## src/rtl/control_sequencer.sv

```systemverilog
// Control-unit stepper and instruction decode: a one-hot 7-step sequencer that
// turns the current step, instruction word and ALU flags into bus enable/set strobes.
module control_sequencer (
    input  logic       clk,
    input  logic       reset_n,
    input  logic       run,
    input  logic [7:0] ir,
    input  logic [3:0] flags,
    output logic [6:0] step,
    output logic       bus1,
    output logic       iar_e,
    output logic       iar_s,
    output logic       mar_s,
    output logic       ram_e,
    output logic       ram_s,
    output logic       acc_e,
    output logic       acc_s,
    output logic       tmp_s,
    output logic       flags_s,
    output logic       ir_s,
    output logic [3:0] reg_e,
    output logic [3:0] reg_s,
    output logic [2:0] alu_op
);

    // state | meaning
    // S1    | fetch: IAR to MAR, ACC = IAR + 1
    // S2    | fetch: RAM to IR
    // S3    | fetch: ACC to IAR
    // S4    | execute step 1 (opcode dependent)
    // S5    | execute step 2 (opcode dependent)
    // S6    | execute step 3 (opcode dependent)
    // S7    | idle, wraps to S1
    typedef enum logic [6:0] {
        S1 = 7'b0000001,
        S2 = 7'b0000010,
        S3 = 7'b0000100,
        S4 = 7'b0001000,
        S5 = 7'b0010000,
        S6 = 7'b0100000,
        S7 = 7'b1000000
    } step_t;

    step_t state, state_nxt;
    logic [3:0] ra_oh, rb_oh;

    assign ra_oh = 4'b0001 << ir[3:2];
    assign rb_oh = 4'b0001 << ir[1:0];
    assign step  = state;

    always_ff @(posedge clk) begin
        if (!reset_n) state <= S1;
        else          state <= state_nxt;
    end

    always_comb begin
        state_nxt = state;
        bus1      = 1'b0;
        iar_e     = 1'b0;
        iar_s     = 1'b0;
        mar_s     = 1'b0;
        ram_e     = 1'b0;
        ram_s     = 1'b0;
        acc_e     = 1'b0;
        acc_s     = 1'b0;
        tmp_s     = 1'b0;
        flags_s   = 1'b0;
        ir_s      = 1'b0;
        reg_e     = 4'b0000;
        reg_s     = 4'b0000;
        alu_op    = 3'b000;

        if (run) begin
            case (state)
                S1:      state_nxt = S2;
                S2:      state_nxt = S3;
                S3:      state_nxt = S4;
                S4:      state_nxt = S5;
                S5:      state_nxt = S6;
                S6:      state_nxt = S7;
                S7:      state_nxt = S1;
                default: state_nxt = S1;
            endcase
        end

        // Strobes are gated off entirely while held in reset or frozen.
        if (reset_n && run) begin
            case (state)
                S1: begin bus1 = 1'b1; iar_e = 1'b1; mar_s = 1'b1; acc_s = 1'b1; end
                S2: begin ram_e = 1'b1; ir_s = 1'b1; end
                S3: begin acc_e = 1'b1; iar_s = 1'b1; end
                S4: begin
                    if (ir[7]) begin
                        reg_e = rb_oh; tmp_s = 1'b1;
                    end else begin
                        case (ir[6:4])
                            3'b000, 3'b001: begin reg_e = ra_oh; mar_s = 1'b1; end
                            3'b010, 3'b101: begin bus1 = 1'b1; iar_e = 1'b1; mar_s = 1'b1; acc_s = 1'b1; end
                            3'b011:         begin reg_e = rb_oh; iar_s = 1'b1; end
                            3'b100:         begin iar_e = 1'b1; mar_s = 1'b1; end
                            3'b110:         begin bus1 = 1'b1; flags_s = 1'b1; end
                            default:        ;
                        endcase
                    end
                end
                S5: begin
                    if (ir[7]) begin
                        reg_e = ra_oh; alu_op = ir[6:4]; acc_s = 1'b1; flags_s = 1'b1;
                    end else begin
                        case (ir[6:4])
                            3'b000, 3'b010: begin ram_e = 1'b1; reg_s = rb_oh; end
                            3'b001:         begin reg_e = rb_oh; ram_s = 1'b1; end
                            3'b100:         begin ram_e = 1'b1; iar_s = 1'b1; end
                            3'b101:         begin acc_e = 1'b1; iar_s = 1'b1; end
                            default:        ;
                        endcase
                    end
                end
                S6: begin
                    if (ir[7]) begin
                        acc_e = 1'b1;
                        if (ir[6:4] != 3'b111) reg_s = rb_oh;
                    end else begin
                        case (ir[6:4])
                            3'b010: begin acc_e = 1'b1; iar_s = 1'b1; end
                            3'b101: begin ram_e = 1'b1; iar_s = |(ir[3:0] & flags); end
                            default: ;
                        endcase
                    end
                end
                default: ;
            endcase
        end
    end

endmodule
```

## config.mk

```make
export PLATFORM = sky130hd
export DESIGN_NAME = control_sequencer
export DESIGN_NICKNAME = d
export VERILOG_FILES = /design/src/rtl/control_sequencer.sv
export SDC_FILE = /design/constraint.sdc
export NUM_CORES = 1
export LEC_CHECK = 0
export BUFFER_PORTS_ARGS = -buffer_cell sky130_fd_sc_hd__buf_2
export CORE_UTILIZATION = 48
export DETAILED_ROUTE_END_ITERATION = 10
export PLACE_DENSITY = 0.84
export SLEW_MARGIN = 20
export SYNTH_ARGS = -nofsm -noshare
export SYNTH_HDL_FRONTEND = slang
export SYNTH_SLANG_ARGS = --single-unit
```

## constraint.sdc

```tcl
create_clock -name clk -period 2.4 [get_ports clk]
set_clock_uncertainty 0.15 [all_clocks]
set_input_delay 0.24 -clock clk [delete_from_list [all_inputs] [get_ports clk]]
set_output_delay 0.24 -clock clk [all_outputs]
set_load 0.005 [all_outputs]
```

==> results of run 1 <==
per-stage QoR:
step / hold slack, ns / worst slack, ns / TNS, ns / cells
after floorplan: 0.196 / 0.445 / 0 / 153
after global placement: 0.396 / 0.327 / 0 / 217
after detailed placement: 0.399 / 0.230 / 0 / 217
after CTS: 0.135 / 0.00467 / 0 / 221
after global routing: 0.146 / -0.0204 / -0.0577 / 224
final: 0.141 / 0.0379 / 0 / 224
power breakdown:
part | internal (mW) | leakage [nW] | switching [mW]
clock network | 0.0633 | 0.0150 | 0.0405
registers | 0.120 | 0.0581 | 0.00624
logic | 0.0509 | 0.501 | 0.0735
total | 0.234 | 0.574 | 0.120
cell usage in the layout (no fill, tap or decap), types with 2 or more instances in the layout:
| cell | instances |
|---|---|
| a211oi_1 | 2 |
| a21boi_0 | 3 |
| a21oi_1 | 6 |
| a22oi_1 | 2 |
| a31o_1 | 3 |
| a31oi_1 | 3 |
| and2_1 | 6 |
| buf_2 | 43 |
| buf_4 | 9 |
| clkbuf_4 | 3 |
| dfxtp_1 | 4 |
| dfxtp_4 | 2 |
| inv_1 | 5 |
| mux2i_1 | 3 |
| nand2_1 | 12 |
| nand2b_1 | 5 |
| nand3_1 | 7 |
| nand3b_1 | 2 |
| nand4_1 | 6 |
| nor2_1 | 13 |
| nor2b_1 | 7 |
| nor3_1 | 4 |
| nor3b_1 | 4 |
| o211ai_1 | 3 |
| o21ai_0 | 9 |
| o32ai_1 | 3 |
| or3_1 | 3 |
| or3_4 | 2 |
logic make-up (layout without fill, tap and decap cells):
group	after synthesis	after routing	share of synthesized area
buffers and inverters	17	61	0.0660
AND/OR/NAND/NOR	83	83	0.484
flip-flops	7	7	0.134
AO/OA/AOI/OAI	42	42	0.279
XOR/XNOR	1	1	0.00840
multiplexers	3	3	0.0288
cell type report:
| cell class | count | share of cell area |
|---|---|---|
| multi-input combinational | 129 | 0.623 |
| timing repair buffer | 52 | 0.209 |
| sequential | 7 | 0.110 |
| tap | 27 | 0.0250 |
| clock buffer | 4 | 0.0194 |
| inverter | 5 | 0.0139 |
worst max-delay path by stage:
stage | start | endpoint | slack, ns | depth (start not counted)
floorplan | step[5]$_SDFFE_PN0P_ | reg_e[1] | 0.44 | 5
global placement | step[6]$_SDFFE_PN0P_ | reg_e[1] | 0.33 | 5
detailed placement | ir[5] | acc_e | 0.23 | 6
CTS | step[6]$_SDFFE_PN0P_ | reg_e[1] | 0.005 | 5
global route | step[6]$_SDFFE_PN0P_ | reg_e[1] | -0.02 | 5
finish | step[6]$_SDFFE_PN0P_ | reg_e[1] | 0.04 | 5
per-layer routing:
metal | track usage | wire length, µm | share of wire | up-vias
li1 | - | - | - | 662
met5 | 0 | 0 | 0 | -
met4 | 0.0931 | 37 | 0.011 | 0
met2 | 0.465 | 1520 | 0.47 | 68
met1 | 0.373 | 1440 | 0.44 | 616
met3 | 0.0346 | 260 | 0.080 | 7
what timing repair did:
action | in CTS | in global routing
setup endpoints to repair | 3 | 5
endpoints found under the hold margin | 0 | 0
setup buffers | 0 | 3
gates cloned | 0 | 0
resized for setup | 1 | 6
pin swaps | 0 | 5
==> summary.md, run 1 <==
| Metric | Value |
|---|---|
| Register area share after synthesis | 0.134 |
| Worst Hold End | step[3]$_SDFFE_PN0P_ |
| Routed wire length | 3260 µm |
| RR Endpoint | step[3]$_SDFFE_PN0P_ |
| Number of synthesized flops with an enable pin | 0 |
| Clock Tree Root | clkbuf_4 |
| Die H | 48.6 µm |
| Fin. max-slew vios | 0 |
| Hold_sp | reset_n |
| Top cells by area, synth | dfxtp_1, nor2_1, o21ai_0 |
| Finished layout cell area | 1350 µm² |
| Cells after Synth | 153 |
| Clock transition at the registers of the reported paths | 0.05 ns |
| # setup viols final | 0 |
| Starting density of the core | 0.521 |
| Cell variety after synth | 46 |
| Yosys reg bits | 7 |
| VDD IR-drop max | 0.238 mV |
| Mapped cell area | 1040 µm² |
| CP delay by family, top | simple AND/OR/NAND/NOR gates |
| DR iter-0 viols | 40 |
| CP Capture Type | primary output |
| Clk sinks | 7 |
| Top cells by count, synth | nor2_1, nand2_1, clkbuf_1, o21ai_0 |
| Placer Congestion | 0.928 |
| Hold Crit Class | primary input to flip-flop |
| Wire per inst | 14.5 µm |
| CTS tree | yes |
| Cts hold-fix bufs | 0 |
| CP Launch Type | flip-flop |
| Routed Antenna Nets | 0 |
| Ys flop type | dfxtp_1 |
| Syn Area/Cell | 6.81 µm² |
| RR Startpoint | step[6]$_SDFFE_PN0P_ |
| Tcrit/Tclk final | 0.984 |
| CP required | 2.01 ns |
| GR Overflow Total | 0 |
| Crit path top cell by count | or3_4 |
| Worst R2R Setup Slack | 0.65 ns |
| Multi-input logic area | 842 µm² |
| LEAKAGE | 0.574 nW |
| Max Cap Viol | 0 |
| Layout Nets | 213 |
| Diodes inserted | 0 |
| Worst skew pair latency | 0.25 ns |
| Drt first pass iters | 4 |
| Post-synth ARST share | 0 |
| Global-route wire length before repair | 5420 µm |
| RSZ-0062 raised after global routing | true |
| Die W | 48.6 µm |
| Max reg flops | 7 |
| Crit path max-delay cell type | or3_4 |
| Final Util | 0.676 |
| # IOs | 44 |
| GRT Resource Usage Total | 0.280 |
| Area Overhead vs Synth | 29.8% |
| Syn_nets | 168 |
| H-Tree Depth | 1 |
| Share of post-route cells with drive strength above 1 | 0.335 |
| Vias per cell | 6.04 |
| Final min period | 2.36 ns |
| Hold Vio Cnt, Final | 0 |
| Overall Power | 0.354 mW |
| Fillers | 169 |
| Vias in the first global route | 1,199 |
| PortBufs | 43 |
| CP max stage delay | 0.44 ns |
| Initial antenna violation count | 0 |
| Critical Path AT | 1.97 ns |
| Status | finished clean |
| Clk buf depth | 2 |
| Max Fclk | 423 MHz |
| DP Wirelength | 2460 µm |
| CTS buffer count | 3 |
| Post-synth top area share | 0.134 |
| Vias post-DR | 1,353 |
| Worst Setup Path Type | flip-flop to primary output |
| Relative slew margins | 0.711 |
| Syn. warnings | 0 |
| Largest net degree at the start of global routing | 19 |
| Placed Instance Area | 1290 µm² |
| FP Rows | 16 |
| Worst path cell trace | or3_4, or3_4, nor3b_4, a31o_1, buf_2 |
| Worst Path Max Fanout | 7 |
| Area leader, netlist | dfxtp_1 |
| Worst path bufs/invs | 1 |
| Full die area | 2360 µm² |
| Core Region | 2000 µm² |
| Power density of the placed cells | 262 nW/µm² |
| Drt drc | 0 |
| Slew @ Worst Pin | 0.433 ns |
| Hold path cells | 2 |
| FF/Latch Area | 149 µm² |
| Depth of the worst register-to-register path | 5 |
| Top-count cell post-synth | nor2_1 |
Note: power is estimated with default switching activity, not from simulation.
==> inputs of run 2 (changes only) <==
--- a/config.mk
+++ b/config.mk
@@ -6,9 +6,9 @@
 export NUM_CORES = 1
 export LEC_CHECK = 0
 export BUFFER_PORTS_ARGS = -buffer_cell sky130_fd_sc_hd__buf_2
-export CORE_UTILIZATION = 48
+export CORE_UTILIZATION = 51
 export DETAILED_ROUTE_END_ITERATION = 10
-export PLACE_DENSITY = 0.84
+export PLACE_DENSITY = 0.88
 export SLEW_MARGIN = 20
 export SYNTH_ARGS = -nofsm -noshare
 export SYNTH_HDL_FRONTEND = slang
==> constraint.sdc (replaced) <==
create_clock -name clk -period 2.9 [get_ports clk]
set_clock_uncertainty 0.15 [all_clocks]
set_input_delay 0.29 -clock clk [delete_from_list [all_inputs] [get_ports clk]]
set_output_delay 0.29 -clock clk [all_outputs]
set_load 0.005 [all_outputs]
==> run 2 against run 1 <==
  * Non-clock buffer count fell by 9
  * Register-to-register slack better by 0.43 ns
  * Total power decreased by 20%
  * Final cell count fell by 4.9%
  * Final area shrank 6.5%
  * Setup slack better by 0.23 ns
  * Clock power fell by 16%
  * Die area is 5.6% lower
==> summary.md, run 2 (synthesis results as in run 1) <==
| Metric | Value |
|---|---|
| WL met2 | 1570 µm (was 1520 µm) |
| CP Launch Type | flip-flop (unchanged) |
| RR Startpoint | step[3]$_SDFFE_PN0P_ (was step[6]$_SDFFE_PN0P_) |
| Routed Antenna Nets | 0 (unchanged) |
| Die H | 47.2 µm (was 48.6 µm) |
| Routed wire length | 3190 µm (was 3260 µm) |
| Post-CTS setup buffers | 0 (unchanged) |
| Worst R2R Setup Slack | 1.08 ns (was 0.65 ns) |
| Vias in the first global route | 1,137 (was 1,199) |
| Final min period | 2.63 ns |
| Layout Nets | 204 (was 213) |
| Global-route wire length before repair | 4990 µm (was 5420 µm) |
| Setup TNS | 0 ns (unchanged) |
| Final Util | 0.695 (was 0.676) |
| RSZ-0062 raised after global routing | false (was true) |
| Status | finished clean (unchanged) |
| Full die area | 2230 µm² (was 2360 µm²) |
| Worst skew pair latency | 0.25 ns (about the same) |
| LEAKAGE | 0.524 nW (was 0.574 nW) |
| CP Launch Point | step[5]$_SDFFE_PN0P_ (was step[6]$_SDFFE_PN0P_) |
| Drt drc | 0 (unchanged) |
| H-Tree Depth | 1 (unchanged) |
| Critical Path AT | 2.19 ns (was 1.97 ns) |
| Die W | 47.2 µm (was 48.6 µm) |
| Drt first pass iters | 4 (unchanged) |
| Most frequent cells in the layout | buf_2, nor2_1, nand2_1 (unchanged) |
| Tcrit/Tclk final | 0.906 |
| Clock transition at the registers of the reported paths | 0.05 ns (about the same) |
| CTS tree | yes (unchanged) |
| DR iter-0 viols | 54 (was 40) |
| Routed metal-1 wirelength | 1390 µm (was 1440 µm) |
| Max Fclk | 380 MHz |
| RR Endpoint | step[5]$_SDFFE_PN0P_ (was step[3]$_SDFFE_PN0P_) |
| Wire per inst | 15.0 µm (was 14.5 µm) |
| Cts hold-fix bufs | 0 (unchanged) |
| Clk sinks | 7 (unchanged) |
| CTS buffer count | 3 (unchanged) |
| CP required | 2.46 ns (was 2.01 ns) |
| Area Overhead vs Synth | 21.4% (was 29.8%) |
| Hold path cells | 2 (unchanged) |
| Initial antenna violation count | 0 (unchanged) |
| GR Overflow Total | 0 (unchanged) |
| Max reg flops | 7 (unchanged) |
| Post-cts resize count | 0 (was 1) |
| Worst Path Max Fanout | 10 (was 7) |
| CP endpoint | acc_e (was reg_e[1]) |
| Core Region | 1820 µm² (was 2000 µm²) |
| # setup viols final | 0 (unchanged) |
| Highest metal used | met4 (unchanged) |
| Share of post-route cells with drive strength above 1 | 0.287 (was 0.335) |
| VDD IR-drop max | 0.233 mV (was 0.238 mV) |
| Fin. max-slew vios | 0 (unchanged) |
| GRT Resource Usage Total | 0.310 (was 0.280) |
| Starting density of the core | 0.573 (was 0.521) |
| Diodes inserted | 0 (unchanged) |
| Hold Vio Cnt, Final | 0 (unchanged) |
| Hold Crit Class | primary input to flip-flop (unchanged) |
| Depth of the worst register-to-register path | 4 (was 5) |
| Max Cap Viol | 0 (unchanged) |
| Overall Power | 0.285 mW (was 0.354 mW) |
| Relative slew margins | 0.543 (was 0.711) |
| Routed length on met3 | 213 µm (was 260 µm) |
| Power density of the placed cells | 225 nW/µm² (was 262 nW/µm²) |
| DP Wirelength | 2460 µm (about the same) |
| Slew @ Worst Pin | 0.676 ns (was 0.433 ns) |
| Worst Setup Path Type | flip-flop to primary output (unchanged) |
| Vias per cell | 6.30 (was 6.04) |
| PortBufs | 43 (unchanged) |
| FP Rows | 15 (was 16) |
| Largest net degree at the start of global routing | 19 (unchanged) |
| Clock Tree Root | clkbuf_4 (unchanged) |
| Placer Congestion | 0.962 (was 0.928) |
| Vias post-DR | 1,341 (was 1,353) |
| CP Capture Type | primary output (unchanged) |
| # IOs | 44 (unchanged) |
| Clk buf depth | 2 (unchanged) |
| Commonest non-fill, non-tap cell in the layout | buf_2 (unchanged) |
==> run 2: changes by cell type in the layout (fill, tap and decap cells not counted), sizes merged <==
cell / before / now
buf: 52 / 43
==> run 2: area by class of cell <==
cell class                      instances  area (µm²)
Inverter                                5        18.8
Sequential cell                         7         140
Fill cell                             162         556
Clock buffer                            4        26.3
Tap cell                               25        31.3
Timing Repair Buffer                   43         215
Multi-Input combinational cell        129         833
==> run 2: how the worst min path moves through the flow <==
stage | startpoint | end | slack (ns)
floorplan | reset_n | step[0]$_SDFFE_PN1P_ | 0.25
global placement | step[1]$_SDFFE_PN0P_ | step[1]$_SDFFE_PN0P_ | 0.42
detailed placement | step[1]$_SDFFE_PN0P_ | step[1]$_SDFFE_PN0P_ | 0.43
CTS | reset_n | step[3]$_SDFFE_PN0P_ | 0.18
global route | reset_n | step[3]$_SDFFE_PN0P_ | 0.18
finish | reset_n | step[3]$_SDFFE_PN0P_ | 0.19
==> run 2: per-stage QoR <==
step           instance area (µm²)  instances  hold slack [ns]  worst slack (ns)
2_1_floorplan                 1040        153            0.246             0.895
3_3_place_gp                  1240        209            0.418             0.668
3_5_place_dp                  1240        209            0.429             0.574
4_1_cts                       1260        213            0.180             0.286
5_1_grt                       1260        213            0.185             0.109
6_report                      1260        213            0.185             0.272
==> run 2: critical path, stage by stage (launching register included) <==
cell and delay, ns:
dfxtp_1 0.49, nor3b_1 0.50, o21ai_0 0.19, a2111o_1 0.39, a211oi_1 0.22, buf_2 0.15
==> run 2: layer usage <==
metal  vias to the layer above  track usage
met5                         -            0
met1                       628        0.400
li1                        639            -
met2                        70        0.544
met4                         0        0.109
met3                         4       0.0192
==> run 2: power breakdown <==
part | switching, mW | leakage, nW | internal (mW)
Sequential | 0.00647 | 0.0569 | 0.0995
Combinational | 0.0563 | 0.452 | 0.0351
Clock | 0.0351 | 0.0150 | 0.0525
Total | 0.0979 | 0.524 | 0.187
